`config.mk`:
```
export PLATFORM = sky130hd
export DESIGN_NAME = branch_resolve_r32i
export DESIGN_NICKNAME = d
export VERILOG_FILES = /design/src/rtl/branch_pkg.sv /design/src/rtl/branch_cmp_r32i.sv /design/src/rtl/branch_resolve_r32i.sv
export SDC_FILE = /design/constraint.sdc
export NUM_CORES = 1
export LEC_CHECK = 0
export ABC_CLOCK_PERIOD_IN_PS = 2460
export CAP_MARGIN = 15
export CORE_MARGIN = 4
export CORE_UTILIZATION = 44
export DETAILED_ROUTE_END_ITERATION = 6
export PLACE_DENSITY_LB_ADDON = 0.15
export SYNTH_ARGS = -nofsm -noshare
export SYNTH_HDL_FRONTEND = slang
export SYNTH_SLANG_ARGS = --single-unit
```
`constraint.sdc`:
```
create_clock -name clock -period 2.46 [get_ports clock]
set_clock_uncertainty 0.1 [all_clocks]
set_input_delay 0.738 -clock clock [delete_from_list [all_inputs] [get_ports clock]]
set_output_delay 0.738 -clock clock [all_outputs]
set_load 0.05 [all_outputs]
```
`src/rtl/branch_pkg.sv`:
```
// Shared branch codes, opcode constants and the S2 record layout
// for the RV32I branch resolution pipeline.
package branch_pkg;

    typedef enum logic [2:0] {
        BEQ  = 3'b000,
        BNEQ = 3'b001,
        JAL  = 3'b010,
        BLT  = 3'b100,
        BGE  = 3'b101,
        BLTU = 3'b110,
        BGEU = 3'b111
    } br_type_e;

    localparam logic [6:0] OPC_BRANCH = 7'b1100011;
    localparam logic [6:0] OPC_JAL    = 7'b1101111;

    typedef struct packed {
        logic     eq;
        logic     ne;
        logic     lt;
        logic     ltu;
        logic     ge;
        logic     geu;
        logic     branch_control;
        br_type_e br_type;
        logic     illegal;
        logic     taken;
    } s2_rec_t;

    function automatic logic br_taken(
        input br_type_e t,
        input logic     eq,
        input logic     ne,
        input logic     lt,
        input logic     ltu,
        input logic     ge,
        input logic     geu
    );
        logic r;
        case (t)
            BEQ:     r = eq;
            BNEQ:    r = ne;
            JAL:     r = 1'b1;
            BLT:     r = lt;
            BGE:     r = ge;
            BLTU:    r = ltu;
            BGEU:    r = geu;
            default: r = 1'b0;
        endcase
        return r;
    endfunction

endpackage

```
`src/rtl/branch_cmp_r32i.sv`:
```
// Combinational operand comparison producing the six branch condition flags.
module branch_cmp_r32i #(
    parameter int dataW = 32
) (
    input  logic [dataW-1:0] a,
    input  logic [dataW-1:0] b,
    output logic             eq,
    output logic             ne,
    output logic             lt,
    output logic             ltu,
    output logic             ge,
    output logic             geu
);

    always_comb begin
        eq  = (a == b);
        ne  = ~eq;
        lt  = ($signed(a) < $signed(b));
        ltu = (a < b);
        ge  = ~lt;
        geu = ~ltu;
    end

endmodule

```
`src/rtl/branch_resolve_r32i.sv`:
```
// Two-stage branch resolution: S1 holds decode/immediate and operands,
// S2 holds the compared flags and the record presented to the PC logic.
module branch_resolve_r32i
    import branch_pkg::*;
#(
    parameter int dataW = 32
) (
    input  logic                    clock,
    input  logic                    reset,
    input  logic                    in_valid,
    output logic                    in_ready,
    input  logic [31:0]             instr,
    input  logic [dataW-1:0]        rs1_data,
    input  logic [dataW-1:0]        rs2_data,
    output logic                    out_valid,
    input  logic                    out_ready,
    output logic                    EQ,
    output logic                    NE,
    output logic                    LT,
    output logic                    LTU,
    output logic                    GE,
    output logic                    GEU,
    output logic                    BranchControl,
    output logic [2:0]              PCBranchType,
    output logic signed [dataW-1:0] BranchOffset,
    output logic                    illegal,
    output logic [15:0]             taken_count
);

    logic             s1_valid_q, s1_valid_d;
    logic             s1_ctrl_q, s1_ctrl_d;
    br_type_e         s1_type_q, s1_type_d;
    logic [dataW-1:0] s1_off_q, s1_off_d;
    logic             s1_ill_q, s1_ill_d;
    logic [dataW-1:0] s1_rs1_q, s1_rs1_d;
    logic [dataW-1:0] s1_rs2_q, s1_rs2_d;

    logic             s2_valid_q, s2_valid_d;
    s2_rec_t          s2_rec_q, s2_rec_d;
    logic [dataW-1:0] s2_off_q, s2_off_d;
    logic [15:0]      cnt_q, cnt_d;

    logic             deliver, flush, s2_load, accept;
    logic             dec_ctrl, dec_ill;
    br_type_e         dec_type;
    logic [dataW-1:0] dec_off;
    logic [12:0]      imm_b;
    logic [20:0]      imm_j;
    logic             c_eq, c_ne, c_lt, c_ltu, c_ge, c_geu;

    assign imm_b = {instr[31], instr[7], instr[30:25], instr[11:8], 1'b0};
    assign imm_j = {instr[31], instr[19:12], instr[20], instr[30:21], 1'b0};

    always_comb begin
        dec_ctrl = 1'b0;
        dec_type = BEQ;
        dec_off  = '0;
        dec_ill  = 1'b0;
        case (instr[6:0])
            OPC_BRANCH: begin
                // funct3 010/011 are unused B-type encodings
                if (instr[14:13] == 2'b01) begin
                    dec_ill = 1'b1;
                end else begin
                    dec_ctrl = 1'b1;
                    dec_type = br_type_e'(instr[14:12]);
                    dec_off  = {{(dataW-13){imm_b[12]}}, imm_b};
                end
            end
            OPC_JAL: begin
                dec_ctrl = 1'b1;
                dec_type = JAL;
                dec_off  = {{(dataW-21){imm_j[20]}}, imm_j};
            end
            default: ;
        endcase
    end

    branch_cmp_r32i #(.dataW(dataW)) u_cmp (
        .a   (s1_rs1_q),
        .b   (s1_rs2_q),
        .eq  (c_eq),
        .ne  (c_ne),
        .lt  (c_lt),
        .ltu (c_ltu),
        .ge  (c_ge),
        .geu (c_geu)
    );

    always_comb begin
        deliver  = s2_valid_q & out_ready;
        flush    = deliver & s2_rec_q.taken;
        s2_load  = ~s2_valid_q | deliver;
        in_ready = ~reset & (~s1_valid_q | s2_load);
        accept   = in_valid & in_ready;

        s1_valid_d = s1_valid_q;
        s1_ctrl_d  = s1_ctrl_q;
        s1_type_d  = s1_type_q;
        s1_off_d   = s1_off_q;
        s1_ill_d   = s1_ill_q;
        s1_rs1_d   = s1_rs1_q;
        s1_rs2_d   = s1_rs2_q;
        if (s2_load) s1_valid_d = 1'b0;
        if (accept) begin
            s1_valid_d = 1'b1;
            s1_ctrl_d  = dec_ctrl;
            s1_type_d  = dec_type;
            s1_off_d   = dec_off;
            s1_ill_d   = dec_ill;
            s1_rs1_d   = rs1_data;
            s1_rs2_d   = rs2_data;
        end
        // A taken delivery kills both S1 and whatever is accepted alongside it
        if (flush) s1_valid_d = 1'b0;

        s2_valid_d = s2_valid_q;
        s2_rec_d   = s2_rec_q;
        s2_off_d   = s2_off_q;
        if (s2_load) begin
            s2_valid_d = s1_valid_q & ~flush;
            s2_rec_d   = '0;
            s2_off_d   = '0;
            if (s1_valid_q & ~flush) begin
                s2_rec_d.eq             = c_eq;
                s2_rec_d.ne             = c_ne;
                s2_rec_d.lt             = c_lt;
                s2_rec_d.ltu            = c_ltu;
                s2_rec_d.ge             = c_ge;
                s2_rec_d.geu            = c_geu;
                s2_rec_d.branch_control = s1_ctrl_q;
                s2_rec_d.br_type        = s1_type_q;
                s2_rec_d.illegal        = s1_ill_q;
                s2_rec_d.taken          = s1_ctrl_q &
                    br_taken(s1_type_q, c_eq, c_ne, c_lt, c_ltu, c_ge, c_geu);
                s2_off_d                = s1_off_q;
            end
        end

        cnt_d = cnt_q;
        if (flush && (cnt_q != 16'hFFFF)) cnt_d = cnt_q + 16'd1;
    end

    always_ff @(posedge clock) begin
        if (reset) begin
            s1_valid_q <= 1'b0;
            s1_ctrl_q  <= 1'b0;
            s1_type_q  <= BEQ;
            s1_off_q   <= '0;
            s1_ill_q   <= 1'b0;
            s1_rs1_q   <= '0;
            s1_rs2_q   <= '0;
            s2_valid_q <= 1'b0;
            s2_rec_q   <= '0;
            s2_off_q   <= '0;
            cnt_q      <= '0;
        end else begin
            s1_valid_q <= s1_valid_d;
            s1_ctrl_q  <= s1_ctrl_d;
            s1_type_q  <= s1_type_d;
            s1_off_q   <= s1_off_d;
            s1_ill_q   <= s1_ill_d;
            s1_rs1_q   <= s1_rs1_d;
            s1_rs2_q   <= s1_rs2_d;
            s2_valid_q <= s2_valid_d;
            s2_rec_q   <= s2_rec_d;
            s2_off_q   <= s2_off_d;
            cnt_q      <= cnt_d;
        end
    end

    assign out_valid     = s2_valid_q;
    assign EQ            = s2_rec_q.eq;
    assign NE            = s2_rec_q.ne;
    assign LT            = s2_rec_q.lt;
    assign LTU           = s2_rec_q.ltu;
    assign GE            = s2_rec_q.ge;
    assign GEU           = s2_rec_q.geu;
    assign BranchControl = s2_rec_q.branch_control;
    assign PCBranchType  = s2_rec_q.br_type;
    assign BranchOffset  = s2_off_q;
    assign illegal       = s2_rec_q.illegal;
    assign taken_count   = cnt_q;

endmodule
```
==> flow_summary.json, run 1 <==
{
  "worst-path-buf-inv": 1,
  "nNetsFinal": 1001,
  "synth_top_family_by_area": "simple AND/OR/NAND/NOR gates",
  "cp.depth": 1,
  "drc": 0,
  "vdd_drop_max_uv": 433,
  "p_leak_nw": 3.62,
  "io_buffers": 159,
  "setup_viol": 0,
  "grtUsageTotal_pct": 20.0,
  "yosys-top-cells-area": "dfxtp_1 (46%), nand2_1 (8.4%), ha_1 (6.9%)",
  "antenna_found_initial": 0,
  "overflow": 0,
  "r2r_cells": 9,
  "synth_top_cell_by_area": "dfxtp_1",
  "cts_buffer_depth": 2,
  "crit_chain": "clkdlybuf4s50_1",
  "end_kind": "output pin",
  "fmax_ghz": 0.413,
  "rsz0062_at_grt": "true",
  "synth_compound_area_share_pct": 17.1,
  "crit_slowest_cell": "clkdlybuf4s50_1",
  "row_count": 42,
  "ys_seq_elements": 139,
  "crit_required_ns": 1.62,
  "cap_violations": 0,
  "grt_pass1_vias": 5665,
  "worstSetupPathType": "register to output pin",
  "yosysWarnings": 0,
  "seq_area_frac_synth_pct": 46.2,
  "synthesis.nets": 844,
  "arrival_ns": 1.58,
  "crit_family": "buffers and inverters",
  "grt_max_degree": 102,
  "synth_edf_count": 0,
  "yosysTopAreaCellShare_pct": 46.2,
  "cts_made_buffers": 17,
  "syn_to_final_growth_pct": 41.9,
  "ys_types": 53,
  "wl_per_cell_um": 14.9,
  "core_um2": 13300,
  "cts_hold_buf": 0,
  "critPathLaunchType": "register",
  "p_per_area_nw_per_um2": 643,
  "clk_latency_ns": 0.41,
  "antenna_left": 0,
  "insertedDiodeCount": 0,
  "finalWirelength_mm": 15.8,
  "syn_inst": 711,
  "drive_gt1_share_pct": 11.9,
  "clkSlewWorstSetupHoldPaths_ns": 0.06,
  "synthArstFlopShare_pct": 0,
  "crit_fanout": 2,
  "cts_root_buf": "clkbuf_16",
  "grt_pass1_wl_mm": 26.4,
  "finalMaxSlewViolations": 0,
  "final_common_cell": "dfxtp_1",
  "total_power_mw": 5.49,
  "cts_sinks": 139,
  "fill_cells": 1180,
  "io_pins": 161,
  "synthSimpleGateAreaFrac_pct": 20.5,
  "hold_viol": 0,
  "dr.pass1.iters": 4,
  "synth_xor_area_share_pct": 2.04,
  "synthFlopType": "dfxtp_1",
  "start_util_pct": 45.1,
  "worstHoldPathType": "register to register",
  "worstHoldPathCells": 2,
  "die_y_um": 125,
  "layout_common_cells": "dfxtp_1 (138), nand2_1 (134), clkdlybuf4s50_1 (121)",
  "max_slew.worst_pin.slew_ns": 0.563,
  "via_count": 5486,
  "drt_iter0_drc": 334,
  "max_stage_delay_ns": 0.82,
  "die_x_um": 125,
  "synth_area_um2": 6020,
  "cts_htree_levels": 4,
  "fin_crit_ns": 2.42,
  "regArea_um2": 2780,
  "finalCritPeriodShare_pct": 98.5,
  "multi_input_area_um2": 2960,
  "dp_hpwl_mm": 11.1,
  "avgSynthCellArea_um2": 8.47,
  "cts_tree": "yes",
  "die_area_um2": 15600,
  "yosys.area_share.adder_pct": 6.85,
  "muxShareOfSynthArea_pct": 0.353,
  "status": "finished, final reports clean",
  "fin_setup_tns_ns": 0,
  "via_per_inst": 5.19,
  "slew_headroom_pct": 62.4,
  "place_congestion": 0.802
}
==> synthesized netlist by cell type, types with 2 or more instances <==
library cell  number
a21o_1            10
nand3_1           48
buf_2              7
xnor2_1            8
xor2_1             6
o31ai_1           33
o21ai_0            7
dfxtp_1          139
buf_4             15
nor2b_1            4
nor2_1            68
nand2_1          135
a2bb2oi_1          5
and4_1             2
ha_1              33
and2_1             2
nand4_1            6
clkbuf_1          29
a21oi_1           31
and3_1             6
o211ai_1           2
o21ai_1            2
buf_1              5
or3_1              4
a22oi_1           39
inv_1             38
==> registers in the layout, indices dropped and copies added, names as in the netlist <==
signal	flops
LT	1
illegal	1
PCBranchType	3
s2_rec_q	1
EQ	1
s1_ctrl_q	1
s1_ill_q	1
s1_off_q	20
GEU	1
BranchOffset	20
BranchControl	1
s1_rs1_q	32
s1_rs2_q	32
out_valid	1
NE	1
GE	1
LTU	1
s1_type_q	3
taken_count	16
s1_valid_q	1
==> worst paths after layout <==
| path | start | endpoint | slack (ns) |
|---|---|---|---|
| setup / recovery | BranchOffset[14]$_SDFFE_PP0P_ | BranchOffset[14] | 0.04 |
| hold / removal | s1_off_q[15]$_SDFFE_PP0P_ | s1_off_q[15]$_SDFFE_PP0P_ | 0.36 |
| setup reg to reg | s1_rs2_q[27]$_SDFFE_PP0P_ | s2_rec_q[0]$_SDFFE_PP0P_ | 0.05 |
| hold reg to reg | s1_off_q[15]$_SDFFE_PP0P_ | s1_off_q[15]$_SDFFE_PP0P_ | 0.36 |
==> layout make-up <==
| class | instances | share of cell area [%] |
|---|---|---|
| Tap cell | 176 | 2.58 |
| Multi-Input combinational cell | 478 | 34.6 |
| Sequential cell | 139 | 32.6 |
| Timing Repair Buffer | 194 | 22.2 |
| Clock inverter | 7 | 0.761 |
| Clock buffer | 25 | 5.68 |
| Inverter | 38 | 1.67 |
==> routing by layer <==
metal  track usage, %  vias to the layer above  wire (um)
met4             6.31                        0        241
met3             5.67                       22        835
met2             33.2                      142       7570
met1             25.1                     2580       7160
li1                 -                     2742          -
met5                0                        -          0
==> report_power, final <==
group | switching (mW) | internal (mW) | leakage (nW) | total (mW)
clock network | 0.907 | 1.46 | 0.267 | 2.37
registers | 0.0458 | 2.34 | 1.14 | 2.39
logic | 0.372 | 0.362 | 2.22 | 0.735
==> kinds of logic (layout without fill, tap and decap cells) <==
family                     after synthesis  count (layout)
muxes                                    2               2
buffers and inverters                   94             264
DFF                                    139             139
adders and majority gates               33              33
xor gates and xnor gates                14              14
and+or+nand+nor                        284             284
other                                    1               1
AOI/OAI and AO/OA                      144             144
==> through the flow <==
| stage | area (um2) | hold WS, ns | instances | util (%) | worst slack (ns) |
|---|---|---|---|---|---|
| after floorplan | 6030 | 0.332 | 711 | - | 0.0258 |
| after global placement | 7860 | 0.339 | 1022 | 58.9 | -0.210 |
| after detailed placement | 7860 | 0.351 | 1022 | 58.9 | -0.254 |
| after CTS | 8420 | 0.355 | 1056 | 63.1 | 0.00299 |
| after global routing | 8550 | 0.375 | 1057 | 64.0 | -0.0628 |
| final | 8550 | 0.356 | 1057 | 64.0 | 0.0378 |
==> timing repair <==
item,in CTS,in global routing
gates resized for setup,20,22
hold endpoints to repair,0,0
pin swaps,2,8
setup buffers,2,1
setup endpoints to repair,19,11
gates cloned,0,0
Note: power is estimated with default switching activity, not from simulation.
==> run 2: changes to the inputs <==
Settings changed: ABC_CLOCK_PERIOD_IN_PS 2460 to 2250, CORE_MARGIN 4 to 2, CORE_UTILIZATION 44 to 49.
Clock period 2.46 ns to 2.25 ns, I/O delays scaled along.
==> run 2 against run 1 <==
  * The run now ends with setup timing left
  * Die area is 16% lower
  * Critical path depth is 8 higher
  * Combinational power is 33% higher
  * Worst hold slack worse by 0.0035 ns
  * First-iteration DRC count is 17% higher
  * Flip-flop and latch count stayed put
  * Sequential share of layout area is 1.7 points lower
  * Total power is 11% higher
  * Sequential power is 10% higher
  * Largest cell class unchanged
  * Largest power group unchanged
==> flow_summary.json, run 2 (same netlist as run 1, synthesis figures left out) <==
{
  "clk_latency_ns": 0.42,
  "hold_path_startpoint": "s1_off_q[19]$_SDFFE_PP0P_",
  "reg_top3": "s1_rs1_q x32, s1_rs2_q x32",
  "p_per_area_nw_per_um2": 671,
  "worst_r2r_endpoint": "s2_rec_q[0]$_SDFFE_PP0P_",
  "startpoint": "s1_rs2_q[8]$_SDFFE_PP0P_",
  "die_area_um2": 13200,
  "wl_met1_mm": 6.86,
  "regArea_um2": 2800,
  "crit_fanout": 3,
  "worst_slack_ns": -0.135,
  "fmax_ghz": 0.419,
  "cts_root_buf": "clkbuf_16",
  "multi_input_area_um2": 3240,
  "via_count": 5652,
  "worstHoldPathType": "register to register",
  "dr.pass1.iters": 5,
  "antenna_left": 0,
  "total_power_mw": 6.09,
  "critPathLaunchType": "register",
  "layout_common_cells": "nand2_1 (131), dfxtp_1 (123), buf_4 (107)",
  "syn_to_final_growth_pct": 50.6,
  "cts_htree_levels": 4,
  "vdd_drop_max_uv": 591,
  "drc": 0,
  "hold_viol": 0,
  "drt_iter0_drc": 391,
  "die_y_um": 115,
  "clkSlewWorstSetupHoldPaths_ns": 0.05,
  "finalCritPeriodShare_pct": 106,
  "status": "finished, violations left",
  "cts_hold_buf": 0,
  "finalWirelength_mm": 16.4,
  "via_per_inst": 5.35,
  "cap_violations": 0,
  "post-route-util_pct": 75.5,
  "insertedDiodeCount": 0,
  "fin_crit_ns": 2.39,
  "crit_required_ns": 2.45,
  "wl_per_cell_um": 15.6,
  "holdWs_ns": 0.353,
  "arrival_ns": 2.58,
  "nNetsFinal": 1033,
  "antenna_found_initial": 0,
  "p_leak_nw": 3.71,
  "grtUsageTotal_pct": 24.5,
  "instances_no_fill": 1057,
  "drive_gt1_share_pct": 25.9,
  "wl_met3_um": 763,
  "end_kind": "register",
  "final_common_cell": "nand2_1",
  "cts_tree": "yes",
  "grt_pass1_vias": 5498,
  "overflow": 0,
  "routed-wl-met2_mm": 8.46,
  "dp_hpwl_mm": 10.9,
  "finalMaxSlewViolations": 0,
  "row_count": 40,
  "maxUsedRoutingLayer": "met4",
  "worstSetupPathType": "register to register",
  "io_buffers": 159,
  "rsz0062_at_grt": "true",
  "placed_cells": 1022,
  "r2r_cells": 9,
  "fill_cells": 863,
  "core_um2": 12000,
  "io_pins": 161,
  "dp_slack_ns": -0.362,
  "violations": "setup timing",
  "cts_sinks": 139,
  "setup_viol": 2,
  "grt_max_degree": 102,
  "r2r-start": "s1_rs2_q[8]$_SDFFE_PP0P_",
  "crit_end": "s2_rec_q[0]$_SDFFE_PP0P_",
  "place_congestion": 0.824,
  "cts_buffer_depth": 2,
  "start_util_pct": 50.2,
  "cts_made_buffers": 17,
  "grt_pass1_wl_mm": 25.6,
  "die_x_um": 115,
  "r2r_setup_slack_ns": -0.14
}
## run 2: per-stage QoR
stage / cell area [um2] / TNS (ns)
5_1_grt: 9070 / -0.474
4_1_cts: 8720 / -0.214
6_report: 9070 / -0.185
2_1_floorplan: 6050 / 0
3_3_place_gp: 8110 / -10.22
3_5_place_dp: 8110 / -13.40
## run 2: area by class of cell
cell class,count,area share [%]
inverters,38,1.57
repair buffers,226,24.1
clock buffers,27,5.66
flip-flops and latches,139,30.9
clock inverters,2,0.110
multi-input cells,478,35.7
well taps,147,2.03
## run 2: per-layer routing
| metal | global-route usage (%) | vias up |
|---|---|---|
| met1 | 28.7 | 2671 |
| li1 | - | 2811 |
| met5 | 0 | - |
| met2 | 42.3 | 143 |
| met3 | 6.96 | 27 |
| met4 | 9.64 | 0 |
## run 2: repair_timing
item,4_1_cts,5_1_grt
buffers inserted,0,6
endpoints found under the setup margin,6,17
pin swaps,10,18
gates resized for setup,17,61
cloned,0,0
## run 2: where the power goes
part / switching (mW) / total [mW] / internal (mW)
sequential: 0.0673 / 2.63 / 2.57
combinational: 0.470 / 0.980 / 0.510
clock: 0.947 / 2.48 / 1.53
total: 1.48 / 6.09 / 4.61
## run 2: worst max-delay path, stage by stage, from the launching register on
cell and delay, ns:
dfxtp_1 0.32, inv_1 0.05, ha_1 0.26, nand4_1 0.14
buf_4 0.15, nor4_4 0.04, a21boi_2 0.16, o41a_4 0.46
a221oi_2 0.26, mux2_1 0.34
## run 2: worst min path at each step
stage	depth (start not counted)	slack [ns]	end
final	2	0.35	s1_off_q[19]$_SDFFE_PP0P_
after detailed placement	2	0.35	s1_off_q[19]$_SDFFE_PP0P_
after floorplan	2	0.33	s1_off_q[15]$_SDFFE_PP0P_
after global placement	2	0.34	s1_off_q[12]$_SDFFE_PP0P_
after global routing	2	0.38	s1_off_q[14]$_SDFFE_PP0P_
after CTS	2	0.35	s1_off_q[19]$_SDFFE_PP0P_
